==> src/rtl/stg4ma.sv <==
// stg4ma: memory-access stage between execute and write-back.
// ALU ops pass in one cycle; LD/ST hold upstream until data memory acks.
package stg4ma_pkg;
    localparam int SIZE_ADDR   = 24;
    localparam int SIZE_DATA   = 24;
    localparam int SIZE_OPC    = 5;
    localparam int SIZE_TGT_GP = 4;
    localparam int SIZE_TGT_SR = 2;

    localparam logic [SIZE_OPC-1:0] OPC_M_LD = 5'h10;
    localparam logic [SIZE_OPC-1:0] OPC_M_ST = 5'h11;
endpackage

module stg4ma
    import stg4ma_pkg::*;
#(
    parameter int ADDR_W = SIZE_ADDR,
    parameter int DATA_W = SIZE_DATA,
    parameter int OPC_W  = SIZE_OPC
) (
    input  logic                   iw_clk,
    input  logic                   iw_rst_n,
    input  logic [ADDR_W-1:0]      iw_pc,
    input  logic [DATA_W-1:0]      iw_instr,
    input  logic [OPC_W-1:0]       iw_opc,
    input  logic [SIZE_TGT_GP-1:0] iw_tgt_gp,
    input  logic [SIZE_TGT_SR-1:0] iw_tgt_sr,
    input  logic [DATA_W-1:0]      iw_result,
    input  logic [DATA_W-1:0]      iw_st_data,
    output logic                   ow_stall,
    output logic                   ow_mem_req,
    output logic                   ow_mem_we,
    output logic [ADDR_W-1:0]      ow_mem_addr,
    output logic [DATA_W-1:0]      ow_mem_wdata,
    input  logic                   iw_mem_ack,
    input  logic [DATA_W-1:0]      iw_mem_rdata,
    output logic [ADDR_W-1:0]      ow_pc,
    output logic [DATA_W-1:0]      ow_instr,
    output logic [OPC_W-1:0]       ow_opc,
    output logic [SIZE_TGT_GP-1:0] ow_tgt_gp,
    output logic [SIZE_TGT_SR-1:0] ow_tgt_sr,
    output logic [DATA_W-1:0]      ow_result
);

    typedef enum logic {
        S_IDLE,
        S_WAIT
    } state_t;

    localparam logic [OPC_W-1:0] LD = OPC_W'(OPC_M_LD);
    localparam logic [OPC_W-1:0] ST = OPC_W'(OPC_M_ST);

    state_t                 state;
    logic [ADDR_W-1:0]      hold_pc;
    logic [DATA_W-1:0]      hold_instr;
    logic [OPC_W-1:0]       hold_opc;
    logic [SIZE_TGT_GP-1:0] hold_tgt_gp;
    logic [SIZE_TGT_SR-1:0] hold_tgt_sr;
    logic [ADDR_W-1:0]      hold_addr;
    logic [DATA_W-1:0]      hold_wdata;
    logic                   hold_we;
    logic                   is_mem;
    logic                   busy;

    assign is_mem = (iw_opc == LD) || (iw_opc == ST);
    assign busy   = (state == S_WAIT);

    // Hold registers keep stale values after ack, so gate the bus in IDLE.
    assign ow_stall     = busy;
    assign ow_mem_req   = busy;
    assign ow_mem_we    = busy & hold_we;
    assign ow_mem_addr  = busy ? hold_addr : '0;
    assign ow_mem_wdata = busy ? hold_wdata : '0;

    always_ff @(posedge iw_clk or negedge iw_rst_n) begin
        if (!iw_rst_n) begin
            state       <= S_IDLE;
            hold_pc     <= '0;
            hold_instr  <= '0;
            hold_opc    <= '0;
            hold_tgt_gp <= '0;
            hold_tgt_sr <= '0;
            hold_addr   <= '0;
            hold_wdata  <= '0;
            hold_we     <= 1'b0;
            ow_pc       <= '0;
            ow_instr    <= '0;
            ow_opc      <= '0;
            ow_tgt_gp   <= '0;
            ow_tgt_sr   <= '0;
            ow_result   <= '0;
        end else begin
            unique case (state)
                S_IDLE: begin
                    if (is_mem) begin
                        hold_pc     <= iw_pc;
                        hold_instr  <= iw_instr;
                        hold_opc    <= iw_opc;
                        hold_tgt_gp <= iw_tgt_gp;
                        hold_tgt_sr <= iw_tgt_sr;
                        hold_addr   <= iw_result[ADDR_W-1:0];
                        hold_wdata  <= iw_st_data;
                        hold_we     <= (iw_opc == ST);
                        ow_pc       <= '0;
                        ow_instr    <= '0;
                        ow_opc      <= '0;
                        ow_tgt_gp   <= '0;
                        ow_tgt_sr   <= '0;
                        ow_result   <= '0;
                        state       <= S_WAIT;
                    end else begin
                        ow_pc     <= iw_pc;
                        ow_instr  <= iw_instr;
                        ow_opc    <= iw_opc;
                        ow_tgt_gp <= iw_tgt_gp;
                        ow_tgt_sr <= iw_tgt_sr;
                        ow_result <= iw_result;
                    end
                end
                S_WAIT: begin
                    if (iw_mem_ack) begin
                        ow_pc     <= hold_pc;
                        ow_instr  <= hold_instr;
                        ow_opc    <= hold_opc;
                        ow_tgt_gp <= hold_tgt_gp;
                        ow_tgt_sr <= hold_tgt_sr;
                        // Stores report their address back to write-back.
                        ow_result <= hold_we ? DATA_W'(hold_addr)
                                             : iw_mem_rdata;
                        state     <= S_IDLE;
                    end else begin
                        ow_pc     <= '0;
                        ow_instr  <= '0;
                        ow_opc    <= '0;
                        ow_tgt_gp <= '0;
                        ow_tgt_sr <= '0;
                        ow_result <= '0;
                    end
                end
                default: state <= S_IDLE;
            endcase
        end
    end

endmodule

==> config.mk <==
export PLATFORM = sky130hd
export DESIGN_NAME = stg4ma
export DESIGN_NICKNAME = d
export VERILOG_FILES = /design/src/rtl/stg4ma.sv
export SDC_FILE = /design/constraint.sdc
export NUM_CORES = 1
export LEC_CHECK = 0
export BUFFER_PORTS_ARGS = -buffer_cell sky130_fd_sc_hd__buf_2
export CORE_UTILIZATION = 46
export CTS_BUF_LIST = sky130_fd_sc_hd__clkbuf_8
export DETAILED_ROUTE_END_ITERATION = 8
export GPL_TIMING_DRIVEN = 1
export PLACE_DENSITY = 0.78
export SLEW_MARGIN = 20
export SYNTH_ARGS = -nofsm -noshare
export SYNTH_HDL_FRONTEND = slang
export SYNTH_SLANG_ARGS = --single-unit
==> constraint.sdc <==
create_clock -name iw_clk -period 1.3 [get_ports iw_clk]
set_input_delay 0.065 -clock iw_clk [delete_from_list [all_inputs] [get_ports iw_clk]]
set_output_delay 0.065 -clock iw_clk [all_outputs]
set_load 0.005 [all_outputs]
==> flow_summary.yaml, run 1 <==
cts:
  numCtsBuffers: 17
  clk_path_buf_depth: 2
  cts.htree.levels: 4
  cts_tree: "yes"
  clock-sinks: 192
  clk_latency_ns: 0.48
  clockRootBuffer: "clkbuf_8"
  cts.clk_slew.worst_paths_ns: 0.10
global_route:
  grt_pass1_wl_mm: 35.9
  grt_max_degree: 53
  grt_pass1_vias: 6797
  grt-ovfl-total: 0
  antenna_found_initial: 0
  grtUsageTotal_pct: 28.8
timing:
  hold_viol_final: 0
  fin_setup_tns_ns: -66.10
  report.final.slew_viol_count: 0
  tightest_slew_ns: 0.483
  rsz0062_at_grt: "true"
  fmax_mhz: 613
  post-route-min-period_ns: 1.63
  fin_skew_ns: 0.0214
  post-route-period-util_pct: 126
  fin_ws_ns: -0.332
  setup_viol: 243
  maxSlewHeadroom_pct: 67.7
finish:
  syn2layout_area_growth_pct: 65.5
  utilization_pct: 78.2
  final_nets: 1100
  drive_above_1_share_pct: 50.5
  diodes: 0
worst_setup_path:
  cp.arrival_ns: 1.99
  end_kind: "flop"
  path_max_fanout: 11
  r2r_start: "ow_mem_req$_DFF_PN0_"
  worstSetupPathType: "flop to flop"
  cp_data_required_time_ns: 1.66
  worstSetupStartpointType: "flop"
  critPathLaunch: "ow_mem_req$_DFF_PN0_"
  reg2reg_setup_slack_ns: -0.33
synthesis:
  synth_nets: 641
  syn-cell-area_um2: 7540
  yosysWarnings: 0
  ys_types: 20
  avgSynthCellArea_um2: 14.9
  synthCells: 507
  ys_seq_elements: 192
  yosysSeqAreaShare_pct: 63.8
routing:
  drtPass1Iterations: 4
  avgRoutedWirePerCell_um: 22.3
  viasPerCell: 5.42
  ant_nets: 0
  drt_wl_total_mm: 26.6
  drc_errors: 0
  initialDrtViolationCount: 272
  num_vias: 6482
run_status:
  violations: "negative setup slack"
  status: "finished with violations"
worst_hold_path:
  min_path_type: "input pin to asynchronous set/reset pin"
placement:
  place_congestion: 0.748
  dpl.hpwl_mm: 12.5
  port_buffers: 267
die:
  die_x_um: 130
  start_util_pct: 47.3
  io_pins: 268
  core_area_um2: 15900
  die_h_um: 130
  dieArea_um2: 16900
  rows: 46
job:
  cap_violations: 0
pwr:
  powerDensity_nw_per_um2: 2000
  vdd_drop_max_uv: 1070
  p_leak_nw: 6.16
  power.total_mw: 24.9
cell usage after synthesis:
cell	count	area share, %
nand2_1	4	0.20
a22o_1	56	6.5
inv_1	3	0.15
nor2_1	2	0.10
o21ai_0	3	0.20
nor4b_2	1	0.20
mux2_1	16	2.4
and2_1	50	4.2
mux2_2	88	13
dfrtp_1	192	64
buf_1	1	0.050
buf_4	10	1.0
or2_2	1	0.083
buf_6	3	0.45
mux2i_1	24	3.2
nor2b_1	3	0.25
and2b_1	1	0.10
buf_2	3	0.20
o2bb2ai_1	24	2.8
clkbuf_1	22	1.1
routing by layer:
metal | routed length, um | part of all wire [%] | vias up | track usage [%]
met3 | 1340 | 5.0 | 98 | 5.82
met1 | 10100 | 38 | 3306 | 32.4
met2 | 14000 | 52 | 327 | 50.1
met4 | 1230 | 4.6 | 0 | 18.8
li1 | - | - | 2751 | -
met5 | 0 | 0 | - | 0
cell families (layout without fill, tap and decap cells):
family	count (synthesis)	after routing	synth area share, %
buf+inv	42	513	2.94
mux	128	128	18.7
compound gates	83	83	9.50
flops	192	192	63.8
simple gates	62	63	5.08
timing repair:
| action | 4_1_cts | 5_1_grt |
|---|---|---|
| setup endpoints to repair | 210 | 243 |
| gates resized for setup | 49 | 66 |
| pin swaps | 17 | 0 |
| hold endpoints to repair | 379 | 0 |
| setup buffers | 18 | 7 |
| hold buffers | 132 | 0 |
| cloned | 17 | 15 |
through the flow:
stage | instance area, um^2 | instances | hold WS [ns] | setup WS, ns
finish | 12500 | 1195 | 0.0700 | -0.332
global route | 12500 | 1195 | 0.0785 | -0.356
CTS | 11900 | 1174 | 0.0514 | -0.290
detailed placement | 9290 | 975 | 0.0106 | -0.354
global placement | 9290 | 975 | 0.00257 | -0.296
floorplan | 7570 | 507 | -0.231 | -0.105
critical path, cell delays in order, from the launching register on:
cell and delay (ns):
dfrtp_1 0.43, buf_6 0.13, and2b_4 0.29, buf_4 0.17
clkbuf_16 0.17, mux2_2 0.34
layout by cell type, fill, tap and decap left out, drive strengths merged, types with 4 or more instances in the layout:
cell	count
buf	335
mux2	104
nand2	4
inv	10
a22o	56
clkbuf	30
dfrtp	192
and2	51
o2bb2ai	24
mux2i	24
dlygate4sd3	132
path summary, 6_finish.rpt:
path / depth (start not counted) / end
min: 2 / hold_instr[19]$_DFFE_PN0P_
max in group asynchronous: 3 / hold_addr[22]$_DFFE_PN0P_
max reg2reg: 5 / hold_instr[7]$_DFFE_PN0P_
min in group iw_clk: 4 / ow_result[23]$_DFF_PN0_
min reg2reg: 1 / ow_tgt_gp[0]$_DFF_PN0_
max: 5 / hold_instr[7]$_DFFE_PN0P_
final cells by class:
type | instances | area [um^2]
Multi-Input combinational cell | 274 | 2800
Sequential cell | 192 | 4800
Clock buffer | 19 | 262
Fill cell | 854 | 3470
Inverter | 3 | 11.3
Timing Repair Buffer | 478 | 4140
Clock inverter | 13 | 189
Tap cell | 216 | 270
state kept, by name (all words and copies together) (netlist names), 5 cells and up:
name        cells
ow_result      24
hold_opc        5
hold_wdata     24
ow_pc          24
hold_addr      24
ow_opc          5
hold_instr     24
ow_instr       24
hold_pc        24
power by group:
part / internal, mW / switching, mW / total [mW]
logic: 6.44 / 4.43 / 10.9
clock network: 2.08 / 2.28 / 4.36
registers: 8.40 / 1.32 / 9.72
Power figures use the tool's default switching activity.
==> inputs of run 2 (changes only) <==
Settings changed: CORE_MARGIN from default to 3, REMOVE_ABC_BUFFERS from default to 1.
==> flow_summary.yaml, run 2 (synthesis gave the netlist of run 1 again) <==
finish:
  utilization_pct: 75.1
  drive_above_1_share_pct: 52.9
  final_common_cell: "buf_2"
  final_area_um2: 12000
  fin_cells: 1164
  most-common-layout-cells: "buf_2, dfrtp_1, dlygate4sd3_1"
  final_nets: 1067
  fillers: 947
  syn2layout_area_growth_pct: 58.8
cts:
  cts_tree: "yes"
  clockRootBuffer: "clkbuf_8"
  clk_latency_ns: 0.46
  cts.clk_slew.worst_paths_ns: 0.10
  numCtsBuffers: 17
  clock-sinks: 192
  cts.htree.levels: 4
  clk_path_buf_depth: 2
die:
  io_pins: 268
  dieArea_um2: 18000
  core_area_um2: 15900
  rows: 46
  start_util_pct: 47.3
  die_h_um: 134
  die_x_um: 134
routing:
  ant_nets: 0
  drt_wl_total_mm: 24.1
  avgRoutedWirePerCell_um: 20.7
  viasPerCell: 5.19
  drc_errors: 0
  num_vias: 6041
  initialDrtViolationCount: 249
  drtPass1Iterations: 4
job:
  cap_violations: 0
timing:
  post-route-period-util_pct: 117
  fin_skew_ns: 0.0182
  fin_ws_ns: -0.222
  maxSlewHeadroom_pct: 71.0
  hold_viol_final: 0
  fmax_mhz: 657
  tightest_slew_ns: 0.435
  setup_viol: 234
  rsz0062_at_grt: "true"
  fin_setup_tns_ns: -27.83
  report.final.slew_viol_count: 0
  post-route-min-period_ns: 1.52
pwr:
  p_leak_nw: 5.86
  powerDensity_nw_per_um2: 1950
  vdd_drop_max_uv: 1010
placement:
  port_buffers: 267
  pre_cts_ws_ns: -0.255
  dp_cells: 972
  place_congestion: 0.802
  place_area_um2: 9260
  dpl.hpwl_mm: 12.8
worst_setup_path:
  cp.arrival_ns: 1.85
  path_max_fanout: 9
  worstSetupPathType: "flop to flop"
  worstRegToRegCells: 4
  critPathLaunch: "ow_mem_req$_DFF_PN0_"
  critPathBufInv: 2
  r2r_start: "ow_mem_req$_DFF_PN0_"
  worstSetupStartpointType: "flop"
  cp_data_required_time_ns: 1.63
  cp_top_family: "flip-flops"
  end_kind: "flop"
  worst-path-stages: 4
  cpMaxStageDelayCell: "dfrtp_1"
  max_stage_delay_ns: 0.40
  path_cells: "and2b_4 -> buf_12 -> clkbuf_16 -> mux2_1"
run_status:
  status: "finished with violations"
  violations: "negative setup slack"
global_route:
  grt-ovfl-total: 0
  grt_max_degree: 53
  grt_pass1_vias: 6413
  grtUsageTotal_pct: 24.1
  antenna_found_initial: 1
  grt_pass1_wl_mm: 33.6
worst_hold_path:
  min_path_type: "input pin to asynchronous set/reset pin"
==> run 2: what timing repair did <==
item,4_1_cts,5_1_grt
gates resized for setup,30,102
hold buffers,132,0
buffers inserted,7,2
setup endpoints to repair,206,237
endpoints found under the hold margin,379,0
pin swaps,0,1
cloned,7,13
==> run 2: final timing paths <==
| kind | to | slack [ns] |
|---|---|---|
| worst max-delay path | hold_pc[19]$_DFFE_PN0P_ | -0.22 |
| worst min-delay path | ow_pc[8]$_DFF_PN0_ | 0.15 |
| worst max register to register | hold_pc[19]$_DFFE_PN0P_ | -0.22 |
| worst min register to register | hold_pc[12]$_DFFE_PN0P_ | 0.50 |
| max in group asynchronous | ow_instr[1]$_DFF_PN0_ | 0.53 |
| min in group iw_clk | ow_result[5]$_DFF_PN0_ | 0.17 |
==> run 2: metrics by stage <==
step	power [mW]	hold slack, ns
final	23.4	0.147
after global routing	24.5	0.145
after CTS	21.3	0.0997
after detailed placement	16.5	0.0498
after global placement	16.1	0.0502
after floorplan	11.5	-0.231
==> run 2: cell type report <==
cell class                 count  area, um^2  share of cell area [%]
antenna                        2        5.00                  0.0418
clock buffer                  18         248                    2.07
clock inverter                14         109                   0.910
inverter                       3        11.3                  0.0941
multi-input combinational    273        2870                    24.0
sequential                   192        4800                    40.2
tap                          216         270                    2.26
timing repair buffer         446        3650                    30.5
==> run 2: where the power goes <==
part           leakage [nW]  internal (mW)  total (mW)  switching (mW)
logic                  3.36           5.94        10.1            4.18
clock network         0.178           1.41        3.58            2.17
registers              2.32           8.39        9.67            1.27
==> run 2: per-layer routing <==
metal	global-route usage [%]	share of wire (%)
met5	0	0
met4	8.46	2.9
met3	5.44	6.5
met2	42.8	51
met1	29.0	39
